===== src/rtl/vga_frame_reader_if.sv =====
// rtl/vga_frame_reader_if.sv - framebuffer RAM read port between the display reader and the RAM
interface vga_frame_reader_if #(
    parameter int ADDR_W = 16
);
    logic [ADDR_W-1:0] oRAM_Address;
    logic              oRAM_ReadEnable;
    logic [2:0]        iRAM_Data;

    modport master (
        output oRAM_Address,
        output oRAM_ReadEnable,
        input  iRAM_Data
    );

    modport slave (
        input  oRAM_Address,
        input  oRAM_ReadEnable,
        output iRAM_Data
    );
endinterface


===== src/rtl/vga_frame_reader.sv =====
// rtl/vga_frame_reader.sv - VGA timing generator that scans a top-left framebuffer window
module vga_frame_reader #(
    parameter int H_VIS  = 640,
    parameter int H_FP   = 16,
    parameter int H_SYNC = 96,
    parameter int H_BP   = 48,
    parameter int V_VIS  = 480,
    parameter int V_FP   = 10,
    parameter int V_SYNC = 2,
    parameter int V_BP   = 33,
    parameter int FB_W   = 256,
    parameter int FB_H   = 256,
    parameter int ADDR_W = 16
) (
    input  logic                Clock,
    input  logic                Reset,
    vga_frame_reader_if.master  ram,
    output logic                oVGA_Red,
    output logic                oVGA_Green,
    output logic                oVGA_Blue,
    output logic                oVGA_HSync,
    output logic                oVGA_VSync,
    output logic                oFrameStart
);
    localparam int H_TOT    = H_VIS + H_FP + H_SYNC + H_BP;
    localparam int V_TOT    = V_VIS + V_FP + V_SYNC + V_BP;
    localparam int FB_SHIFT = $clog2(FB_W);

    localparam logic [9:0] H_LAST  = 10'(H_TOT - 1);
    localparam logic [9:0] V_LAST  = 10'(V_TOT - 1);
    localparam logic [9:0] H_VIS_C = 10'(H_VIS);
    localparam logic [9:0] V_VIS_C = 10'(V_VIS);
    localparam logic [9:0] FB_W_C  = 10'(FB_W);
    localparam logic [9:0] FB_H_C  = 10'(FB_H);
    localparam logic [9:0] HS_BEG  = 10'(H_VIS + H_FP);
    localparam logic [9:0] HS_END  = 10'(H_VIS + H_FP + H_SYNC - 1);
    localparam logic [9:0] VS_BEG  = 10'(V_VIS + V_FP);
    localparam logic [9:0] VS_END  = 10'(V_VIS + V_FP + V_SYNC - 1);

    logic              toggle;
    logic              tick;
    logic [9:0]        hcnt;
    logic [9:0]        vcnt;
    logic              inwin;
    logic              visible;
    logic              hs_now;
    logic              vs_now;
    logic [ADDR_W-1:0] addr_next;

    logic [ADDR_W-1:0] addr_q;
    logic              re_q;
    logic              win_d;
    logic              hs_d;
    logic              vs_d;
    logic [2:0]        pix_q;
    logic [2:0]        rgb_q;
    logic              hsync_q;
    logic              vsync_q;
    logic              frame_q;

    // toggle resets low so the very first edge after release is a pixel tick
    assign tick = ~toggle;

    always_comb begin
        inwin     = (hcnt < FB_W_C) && (vcnt < FB_H_C);
        visible   = (hcnt < H_VIS_C) && (vcnt < V_VIS_C);
        hs_now    = ~((hcnt >= HS_BEG) && (hcnt <= HS_END));
        vs_now    = ~((vcnt >= VS_BEG) && (vcnt <= VS_END));
        addr_next = (ADDR_W'(vcnt) << FB_SHIFT) + ADDR_W'(hcnt);
    end

    always_ff @(posedge Clock or negedge Reset) begin
        if (!Reset) begin
            toggle  <= 1'b0;
            hcnt    <= '0;
            vcnt    <= '0;
            addr_q  <= '0;
            re_q    <= 1'b0;
            win_d   <= 1'b0;
            hs_d    <= 1'b1;
            vs_d    <= 1'b1;
            pix_q   <= 3'b000;
            rgb_q   <= 3'b000;
            hsync_q <= 1'b1;
            vsync_q <= 1'b1;
            frame_q <= 1'b0;
        end else begin
            toggle  <= ~toggle;
            re_q    <= 1'b0;
            frame_q <= 1'b0;
            if (tick) begin
                if (hcnt == H_LAST) begin
                    hcnt <= '0;
                    vcnt <= (vcnt == V_LAST) ? 10'd0 : vcnt + 10'd1;
                end else begin
                    hcnt <= hcnt + 10'd1;
                end
                frame_q <= (hcnt == 10'd0) && (vcnt == 10'd0);
                if (inwin) begin
                    addr_q <= addr_next;
                    re_q   <= 1'b1;
                end
                // second stage: pixel and syncs of the previous tick leave together
                win_d   <= inwin && visible;
                hs_d    <= hs_now;
                vs_d    <= vs_now;
                rgb_q   <= win_d ? pix_q : 3'b000;
                hsync_q <= hs_d;
                vsync_q <= vs_d;
            end else begin
                pix_q <= ram.iRAM_Data;
            end
        end
    end

    assign ram.oRAM_Address    = addr_q;
    assign ram.oRAM_ReadEnable = re_q;
    assign oVGA_Red            = rgb_q[2];
    assign oVGA_Green          = rgb_q[1];
    assign oVGA_Blue           = rgb_q[0];
    assign oVGA_HSync          = hsync_q;
    assign oVGA_VSync          = vsync_q;
    assign oFrameStart         = frame_q;
endmodule


===== src/flat_wrapper.sv =====
// flat-port wrapper written by rule: the top's interface ports become plain ports
module vga_frame_reader_flat 
#(
    parameter int H_VIS  = 640,
    parameter int H_FP   = 16,
    parameter int H_SYNC = 96,
    parameter int H_BP   = 48,
    parameter int V_VIS  = 480,
    parameter int V_FP   = 10,
    parameter int V_SYNC = 2,
    parameter int V_BP   = 33,
    parameter int FB_W   = 256,
    parameter int FB_H   = 256,
    parameter int ADDR_W = 16
)
  (Clock, Reset, oVGA_Red, oVGA_Green, oVGA_Blue, oVGA_HSync, oVGA_VSync, oFrameStart, ram_oRAM_Address, ram_oRAM_ReadEnable, ram_iRAM_Data);
  vga_frame_reader_if #(.ADDR_W(ADDR_W)) ram_i ();
  input  logic Clock;
  input  logic Reset;
  output logic oVGA_Red;
  output logic oVGA_Green;
  output logic oVGA_Blue;
  output logic oVGA_HSync;
  output logic oVGA_VSync;
  output logic oFrameStart;
  output wire logic [$bits(ram_i.oRAM_Address)-1:0] ram_oRAM_Address;
  output wire logic [$bits(ram_i.oRAM_ReadEnable)-1:0] ram_oRAM_ReadEnable;
  input wire logic [$bits(ram_i.iRAM_Data)-1:0] ram_iRAM_Data;
  assign ram_oRAM_Address = ram_i.oRAM_Address;
  assign ram_oRAM_ReadEnable = ram_i.oRAM_ReadEnable;
  assign ram_i.iRAM_Data = ram_iRAM_Data;
  vga_frame_reader #(.H_VIS(H_VIS), .H_FP(H_FP), .H_SYNC(H_SYNC), .H_BP(H_BP), .V_VIS(V_VIS), .V_FP(V_FP), .V_SYNC(V_SYNC), .V_BP(V_BP), .FB_W(FB_W), .FB_H(FB_H), .ADDR_W(ADDR_W)) u_core (.Clock(Clock), .Reset(Reset), .ram(ram_i), .oVGA_Red(oVGA_Red), .oVGA_Green(oVGA_Green), .oVGA_Blue(oVGA_Blue), .oVGA_HSync(oVGA_HSync), .oVGA_VSync(oVGA_VSync), .oFrameStart(oFrameStart));
endmodule

===== config.mk =====
export PLATFORM = sky130hd
export DESIGN_NAME = vga_frame_reader_flat
export DESIGN_NICKNAME = d
export VERILOG_FILES = /design/src/rtl/vga_frame_reader_if.sv /design/src/rtl/vga_frame_reader.sv /design/src/flat_wrapper.sv
export SDC_FILE = /design/constraint.sdc
export NUM_CORES = 1
export LEC_CHECK = 0
export BUFFER_PORTS_ARGS = -buffer_cell sky130_fd_sc_hd__buf_2
export CAP_MARGIN = 20
export CORE_ASPECT_RATIO = 1.4
export CORE_MARGIN = 8
export CORE_UTILIZATION = 30
export DETAILED_ROUTE_END_ITERATION = 7
export SETUP_SLACK_MARGIN = 0.3
export SYNTH_ARGS = -nofsm -noshare
export SYNTH_HDL_FRONTEND = slang
export SYNTH_SLANG_ARGS = --single-unit

===== constraint.sdc =====
create_clock -name Clock -period 4.9 [get_ports Clock]
set_input_delay 0 -clock Clock [delete_from_list [all_inputs] [get_ports Clock]]
set_output_delay 0 -clock Clock [all_outputs]
set_load 0.005 [all_outputs]

Word-level counts from Yosys, hierarchy flattened:

Index checks and enable logic that the tools add are counted.

* output and inout bits: 23
* flip-flop bits (word level): 50
* word-level logic and storage cells: 45

* bitwise gates (word level): 3
* magnitude comparators: 8
* reduce and logical (&&, ||, !) cells: 10
* add/subtract/negate cells: 3
* eq/ne operators: 2
* multiplexer cells: 6

Operators with widths (count)
* $lt A10 B9 Y1 const B: 3
* $add A10 B1 Y10 const B: 2
* $eq A10 B10 Y1 const B: 2
* $logic_not A10 Y1: 2
* $mux W10: 2
* $add A16 B10 Y16: 1
* $ge A10 B10 Y1 const B: 1
* $ge A10 B9 Y1 const B: 1
* $le A10 B10 Y1 const B: 1
* $le A10 B9 Y1 const B: 1
* $lt A10 B10 Y1 const B: 1
* $logic_and A1 B1 Y1: 6
* $reduce_and A2 Y1: 2
* $mux W1: 3
* $mux W3: 1
* $not A1 Y1: 3

Depth between registers and ports, before layout:

Gate-level depths: netlist of run 1.

* depth after elaboration: 4
* depth in mapped cells: 6
* gate-level depth less buffers: 6

Least setup slack after synthesis of run 1:

Ideal clock, no wire load.

* path kind: reg-to-reg
* start: register u_core.hcnt[8]
* end: register u_core.addr_q[10], in the netlist u_core.ram.oRAM_Address[10]
* library setup time: 0.125 ns
* arrival: 1.691 ns
* path buffers: 1
* cell stages (with the launch flop): 5
* path slack: 3.084 ns
* cell sequence: dfrtp_1 or2_2 nor4_2 buf_4 mux2_2

* cells in the longest elaborated chain, start to end: 3

RTL lines
* from (decl): RTL line vga_frame_reader.sv:42 `logic [9:0] hcnt;`
* from (signal assigned): RTL line vga_frame_reader.sv:96 `hcnt <= hcnt + 10'd1;`
* $lt A10 B9 Y1: RTL line vga_frame_reader.sv:65 `inwin = (hcnt < FB_W_C) && (vcnt < FB_H_C);`
* $logic_and A1 B1 Y1: RTL line vga_frame_reader.sv:65
* $reduce_and A2 Y1 (no source line)
* to (signal assigned): RTL line vga_frame_reader.sv:100 `addr_q <= addr_next;`
* to (decl): RTL line vga_frame_reader.sv:50 `logic [ADDR_W-1:0] addr_q;`

Several ways; a longest one is shown, not always the timed one.
A chain may end at the register's enable or synchronous reset.

Final worst setup path of run 1:

* start: register u_core.toggle
* end: register u_core.addr_q[10], in the netlist u_core.ram.oRAM_Address[10]

* cells in the longest elaborated chain, start to end: 2

RTL lines
* from (decl): RTL line vga_frame_reader.sv:40 `logic toggle;`
* from (signal assigned): RTL line vga_frame_reader.sv:88 `toggle <= ~toggle;`
* $not A1 Y1
* $reduce_and A2 Y1 (no source line)

Every way passes these cells.

==> metrics.yaml, run 1 <==
status:
  outcome: "complete, no violations"
global_routing:
  grt_usage_pct: 9.842
  grt_max_degree: 30
  antenna_found_initial: 0
  grt_pass1_wl_um: 8749
  top_usage_layer: "met2"
  met2_usage_pct: 17.02
  grt_pass1_vias: 1744
  grt_util_met1_pct: 10.64
  gr-usage-met3_pct: 3.344
  grt.overflow.total: 0
drt:
  ant_nets: 0
  drt-total-wl_um: 4938
  post-route-drc-count: 0
  drt_iter0_markers: 67
  dr.pass1.iters: 4
  num_vias: 1662
  wl_per_cell_um: 14.35
  via_per_inst: 4.831
floorplan:
  die-area_um2: 11050
  start_util_pct: 30.80
  die_w_um: 91.16
  die_h_um: 121.2
  io_pins: 28
  core-area_um2: 7702
  rows: 38
timing:
  finalMaxSlewViolations: 0
  setup_viol: 0
  tns_ns: 0
  maxSlewHeadroom_pct: 54.82
  hold_viol: 0
  rsz0062_at_grt: "false"
  period_needed_ns: 2.347
  tightest_slew_ns: 0.6727
  fin_worst_skew_ns: 0.007996
  period_share_pct: 47.90
  timing.fmax_mhz: 426.1
placed_design:
  place_congestion: 0.8274
  port_buffers: 27
  hpwl_um: 3660
  postPlaceCellArea_um2: 2610
finish:
  multi_input_area_um2: 1017
  final_area_um2: 2766
  drive_gt1_share_pct: 24.59
  n_antenna_cell: 0
  final_common_cell: "dfrtp_1"
  syn2layout_area_growth_pct: 16.61
  seqCellArea_um2: 1256
  nFillCells: 797
  nets: 256
  final_cell_mix: "dfrtp_1, buf_2, nand2_1"
worst_setup_path:
  cp_cell_sequence: "or2_2 > nor4_4 > buf_4 > mux2_2"
  cp_top_family: "simple AND/OR/NAND/NOR gates"
  path_buf_inv: 1
  required_ns: 5.09
  crit_path_end_kind: "flop"
  start_kind: "flop"
  path_class: "flop to flop"
  critPathSlowestCell: "dfrtp_1"
  crit_path_max_fanout: 21
  crit_arrival_ns: 2.54
  cp_slowest_stage_delay_ns: 0.61
power_and_ir_drop:
  vdd_drop_max_mv: 0.1067
  p_per_area_nw_per_um2: 266.0
  finalPower_w: 0.0007359
  p_leak_nw: 1.269
logic_synthesis:
  syn_nets: 229
  synth_area_um2: 2372
  synth_seq_cells: 50
  synth_edf_count: 0
  synth_warnings: 0
  seq_area_frac_synth_pct: 52.95
  avgSynthCellArea_um2: 10.98
  netlist_instances: 216
  async_flop_share_pct: 100.0
  yosysUniqueCellTypes: 39
  synth_flop_cell: "dfrtp_1"
cts:
  numCtsBuffers: 5
  ctsRootBufferMaster: "clkbuf_8"
  cts_sinks: 50
  post_cts_buffers: 0
  insertion_delay_ns: 0.31
  tritoncts: "yes"
  cts_max_level: 2
  path_clk_slew_ns: 0.09
  cts_buffer_depth: 2
flow_run:
  drv_cap: 0
worst_hold_path:
  hold_path.class: "primary input to async pin"
-- worst register-to-register path, delay by kind of cell (launching register included) --
kind / cells / cell delay [ns]
buf+inv: 1 / 0.33
flops: 1 / 0.61
simple gates: 2 / 0.94
mux: 1 / 0.35
-- routing by layer --
layer  vias up  share of wire (%)
met5         -                  0
met3        10                4.6
met2        29                 52
li1        806                  -
met1       817                 41
met4         0                2.6
-- power by group --
| part | internal (W) | leakage (nW) | switching, W | total [W] |
|---|---|---|---|---|
| registers | 0.000415 | 0.630 | 0.00000129 | 0.000416 |
| clock network | 0.000167 | 0.0585 | 0.000135 | 0.000302 |
| logic | 0.00000724 | 0.580 | 0.0000106 | 0.0000178 |
| total | 0.000589 | 1.27 | 0.000147 | 0.000736 |
-- flip-flops by register name (all words and copies together), names as in the netlist, 3 cells and up --
| name | count |
|---|---|
| u_core.hcnt | 10 |
| u_core.pix_q | 3 |
| u_core.ram.oRAM_Address | 16 |
| u_core.rgb_q | 3 |
| u_core.vcnt | 10 |
-- worst paths after layout --
check                                              from                                      end  slack, ns  cells past startpoint
worst min register to register  u_core.vs_d$_DFFE_PN1N_                  u_core.vs_d$_DFFE_PN1N_       0.48                      2
worst max register to register  u_core.toggle$_DFF_PN0_  u_core.ram.oRAM_Address[10]$_DFFE_PN0P_       2.55                      4
min in group Clock                     ram_iRAM_Data[1]              u_core.pix_q[1]$_DFFE_PN0P_       0.46                      3
max in group asynchronous                         Reset                  u_core.hs_d$_DFFE_PN1N_       4.09                      3
worst max-delay path            u_core.toggle$_DFF_PN0_  u_core.ram.oRAM_Address[10]$_DFFE_PN0P_       2.55                      4
worst min-delay path                              Reset               u_core.vcnt[9]$_DFFE_PN0P_       0.21                      2
-- metrics by stage --
| stage | hold WS (ns) | cells | setup slack [ns] | utilization (%) |
|---|---|---|---|---|
| 6_report | 0.2083 | 344 | 2.553 | 35.92 |
| 5_1_grt | 0.2353 | 344 | 2.296 | 35.92 |
| 4_1_cts | 0.2120 | 344 | 2.529 | 35.92 |
| 3_5_place_dp | 0.01138 | 332 | 2.564 | 33.89 |
| 3_3_place_gp | 0.2350 | 331 | 2.607 | 33.63 |
| 2_1_floorplan | -0.2956 | 216 | 3.084 | - |
-- logic make-up after synthesis --
group | share of synthesized area [%]
DFF | 52.95
AOI/OAI and AO/OA | 8.123
and+or+nand+nor | 16.46
muxes | 7.489
xor gates and xnor gates | 5.907
buffers and inverters | 4.536
adders and majority gates | 4.536
-- final cells by class --
type / count / share of cell area (%)
flip-flops and latches: 50 / 45.41
multi-input cells: 141 / 36.77
repair buffers: 34 / 7.598
well taps: 100 / 4.523
clock buffers: 7 / 3.121
inverters: 11 / 1.493
clock inverters: 1 / 1.085
-- what timing repair did --
item	in CTS	in global routing
hold buffers	4	0
resized for setup	0	0
endpoints found under the hold margin	24	0
endpoints found under the setup margin	0	0
-- Yosys cell counts, types with 2 or more instances --
master	count	area, um2
a21o_1	4	30.03
a21oi_1	10	50.05
a31oi_1	2	12.51
and3_1	2	12.51
and4b_1	2	20.02
buf_2	5	25.02
buf_4	2	15.01
clkbuf_1	7	26.28
dfrtp_1	46	1151
dfstp_2	4	105.1
ha_1	7	87.58
inv_1	11	41.29
mux2_2	14	157.7
mux2i_1	2	20.02
nand2_1	17	63.81
nand3_1	8	40.04
nand4_1	8	50.05
nor2_1	13	48.80
nor3_1	7	35.03
nor4_1	3	18.77
o21ai_0	10	50.05
xnor2_1	10	87.58
xor2_1	6	52.55
No activity file was read; power rests on OpenSTA's default activity.
==> run 2: changes to the inputs <==
--- a/config.mk
+++ b/config.mk
@@ -5,6 +5,7 @@
 export SDC_FILE = /design/constraint.sdc
 export NUM_CORES = 1
 export LEC_CHECK = 0
+export ABC_AREA = 1
 export BUFFER_PORTS_ARGS = -buffer_cell sky130_fd_sc_hd__buf_2
 export CAP_MARGIN = 20
 export CORE_ASPECT_RATIO = 1.4
==> constraint.sdc (replaced) <==
create_clock -name Clock -period 2.2 [get_ports Clock]
set_input_delay 0 -clock Clock [delete_from_list [all_inputs] [get_ports Clock]]
set_output_delay 0 -clock Clock [all_outputs]
set_load 0.005 [all_outputs]
==> run 2 against run 1 <==
Against the previous run: fmax up 36%; largest power group unchanged; cell area up 7.2%; largest cell class unchanged; highest routed layer unchanged; utilization up 0.47 points; first-iteration DRC count up 67%.
==> metrics.yaml, run 2 <==
status:
  outcome: "complete, no violations"
cts:
  insertion_delay_ns: 0.29  # -0.02 ns
  tritoncts: "yes"
  numCtsBuffers: 5  # unchanged
  cts-resized-gates: 0  # unchanged
  ctsRootBufferMaster: "clkbuf_16"
  path_clk_slew_ns: 0.07  # -0.02 ns
  cts_max_level: 2  # unchanged
  cts_buffer_depth: 2  # unchanged
  cts_sinks: 50  # unchanged
finish:
  final_cell_mix: "nand2_1, dfrtp_1, buf_2"
  nets: 340  # +33%
  final_area_um2: 2965  # +7.2%
  final_common_cell: "nand2_1"
  largest_reg_flops: 16  # unchanged
  syn2layout_area_growth_pct: 17.68
  n_antenna_cell: 0  # unchanged
  drive_gt1_share_pct: 19.51  # -5.1 points
  fin_util_pct: 36.39  # +0.47 points
floorplan:
  io_pins: 28  # unchanged
  start_util_pct: 30.92  # +0.12 points
  die-area_um2: 11630  # +5.3%
  core-area_um2: 8149  # +5.8%
  rows: 39  # +2.6%
  die_w_um: 93.46  # +2.5%
  die_h_um: 124.4  # +2.7%
timing:
  period_needed_ns: 1.726  # -0.6212 ns
  period_share_pct: 78.45  # +31 points
  tns_ns: 0  # unchanged
  hold_viol: 0  # unchanged
  finalMaxSlewViolations: 0  # unchanged
  setup_viol: 0  # unchanged
  timing.fmax_mhz: 579.4  # +36%
  fin_worst_skew_ns: 0.009517  # +0.001520 ns
  setup_slack_ns: 0.4741  # -2.079 ns
  rsz0062_at_grt: "false"
  maxSlewHeadroom_pct: 76.91  # +22 points
  tightest_slew_ns: 0.3463  # -0.3264 ns
flow_run:
  drv_cap: 0  # unchanged
logic_synthesis:
  synth_top_area_cell: "dfrtp_1"
  synth.top_cell.area_share_pct: 45.68  # -2.8 points
  synth_warnings: 0  # unchanged
  synth_area_um2: 2520  # +6.2%
  yosysUniqueCellTypes: 34  # -13%
  netlist_instances: 294  # +36%
  seq_area_frac_synth_pct: 49.85  # -3.1 points
  synth_edf_count: 0  # unchanged
  avgSynthCellArea_um2: 8.571  # -22%
  syn_nets: 307  # +34%
  synthMostInstantiatedCell: "nand2_1"
  netlist_top_cells_count: "nand2_1, dfrtp_1, nor2_1"
  synth_seq_cells: 50  # unchanged
  synth_flop_cell: "dfrtp_1"
  synthTopCellsByArea: "dfrtp_1, nand2_1, o21ai_1, dfstp_2, nor2_1"
  async_flop_share_pct: 100.0  # unchanged
worst_setup_path:
  crit_path_end_kind: "flop"
  crit_arrival_ns: 1.95  # -0.59 ns
  r2r_start: "u_core.vcnt[0]$_DFFE_PN0P_"
  crit_path_max_fanout: 6  # -71%
  r2r_end: "u_core.ram.oRAM_Address[14]$_DFFE_PN0P_"
  r2r_slack_ns: 0.47  # -2.08 ns
  required_ns: 2.42  # -2.67 ns
  r2r_cells: 7  # +3
  start_kind: "flop"
  path_class: "flop to flop"
worst_hold_path:
  hold_path.class: "primary input to async pin"
power_and_ir_drop:
  p_int_w: 0.001367  # +130%
  swShare_pct: 21.84  # +1.8 points
  p_per_area_nw_per_um2: 590.0  # +120%
  vdd_drop_max_mv: 0.3323  # +210%
  p_comb_share_pct: 2.2  # -0.2 points
  p_clk_share_pct: 44.9  # +3.9 points
  p_leak_nw: 1.440  # +13%
  p_switching_w: 0.0003821  # +160%
  sequentialPowerShare_pct: 53.0  # -3.6 points
  finalPower_w: 0.001750  # +140%
placed_design:
  dpl_worst_slack_ns: 0.4895  # -2.075 ns
  place_congestion: 0.8343  # +0.83%
  port_buffers: 27  # unchanged
  postPlaceCellArea_um2: 2775  # +6.3%
  hpwl_um: 3919  # +7.1%
global_routing:
  grt_max_degree: 51  # +70%
  grt_pass1_vias: 1939  # +11%
  grt.overflow.total: 0  # unchanged
  antenna_found_initial: 0  # unchanged
  grt_usage_pct: 9.445  # -0.40 points
  grt_pass1_wl_um: 8949  # +2.3%
drt:
  via_per_inst: 4.540  # -6.0%
  ant_nets: 0  # unchanged
  wl_per_cell_um: 12.22  # -15%
  drt_iter0_markers: 112  # +67%
  post-route-drc-count: 0  # unchanged
  drt-total-wl_um: 5255  # +6.4%
  dr.pass1.iters: 4  # unchanged
  num_vias: 1952  # +17%
-- run 2: cell count changes in the layout (fill, tap and decap cells not counted), sizes merged, moves of 4 or more --
cell / change
a21o: -4
a21oi: -7
inv: +18
mux2: -14
nand2: +72
nand3: +9
nor2: +14
o21ai: +19
xnor2: -7
xor2: +4
-- run 2: logic make-up (layout without fill, tap and decap cells) --
group,after synthesis,after routing,synth area share (%)
AO/OA/AOI/OAI,34,34,7.448
XOR/XNOR,13,13,4.518
adder cells (fa/ha/maj),8,8,4.270
buffers and inverters,40,74,6.852
flip-flops,50,50,49.85
AND/OR/NAND/NOR,149,149,27.06
-- run 2: power groups by stage --
stage / registers, W / logic (W) / clock network [W]
floorplan: 0.000945 / 0.00000420 / 0
global placement: 0.000944 / 0.0000347 / 0
detailed placement: 0.000944 / 0.0000352 / 0
CTS: 0.000926 / 0.0000407 / 0.000805
global route: 0.000927 / 0.0000450 / 0.000849
finish: 0.000926 / 0.0000378 / 0.000785
-- run 2: cell type report --
cell class / count / area [um2]
Inverter: 30 / 115.1
Clock inverter: 3 / 25.02
Clock buffer: 5 / 125.1
Fill cell: 826 / 5184
Multi-Input combinational cell: 204 / 1091
Tap cell: 102 / 127.6
Timing Repair Buffer: 36 / 225.2
Sequential cell: 50 / 1256
-- run 2: routing by layer --
| layer | GRT usage (%) | share of wire, % |
|---|---|---|
| met1 | 10.47 | 43 |
| met2 | 16.19 | 50 |
| met3 | 2.292 | 4.6 |
| met4 | 4.571 | 2.6 |
| met5 | 0 | 0 |
-- run 2: worst max-delay path by stage --
stage	from	end	slack (ns)	cells past startpoint
finish	u_core.vcnt[0]$_DFFE_PN0P_	u_core.ram.oRAM_Address[14]$_DFFE_PN0P_	0.47	7
global route	u_core.vcnt[0]$_DFFE_PN0P_	u_core.ram.oRAM_Address[14]$_DFFE_PN0P_	0.33	7
CTS	u_core.vcnt[0]$_DFFE_PN0P_	u_core.ram.oRAM_Address[14]$_DFFE_PN0P_	0.47	7
detailed placement	u_core.vcnt[0]$_DFFE_PN0P_	u_core.ram.oRAM_Address[14]$_DFFE_PN0P_	0.49	7
global placement	u_core.vcnt[0]$_DFFE_PN0P_	u_core.ram.oRAM_Address[14]$_DFFE_PN0P_	0.54	7
floorplan	u_core.vcnt[0]$_DFFE_PN0P_	u_core.ram.oRAM_Address[14]$_DFFE_PN0P_	0.63	7
-- run 2: critical path, stage by stage (launching register included) --
cell,delay [ns]
dfrtp_1,0.45
ha_1,0.21
inv_1,0.05
fa_1,0.39
nor2_1,0.19
nand3_1,0.11
xor2_1,0.16
o21ai_1,0.11
-- run 2: through the flow --
stage                     hold WS [ns]  std cells
after global placement        0.007125        418
final                           0.2225        430
after detailed placement       0.01094        418
after floorplan                -0.2956        294
after global routing            0.2825        430
after CTS                       0.2348        430
-- run 2: repair_timing --
item	CTS	global route
hold buffers	4	0
endpoints found under the hold margin	53	0
setup endpoints to repair	0	0
setup buffers	0	0
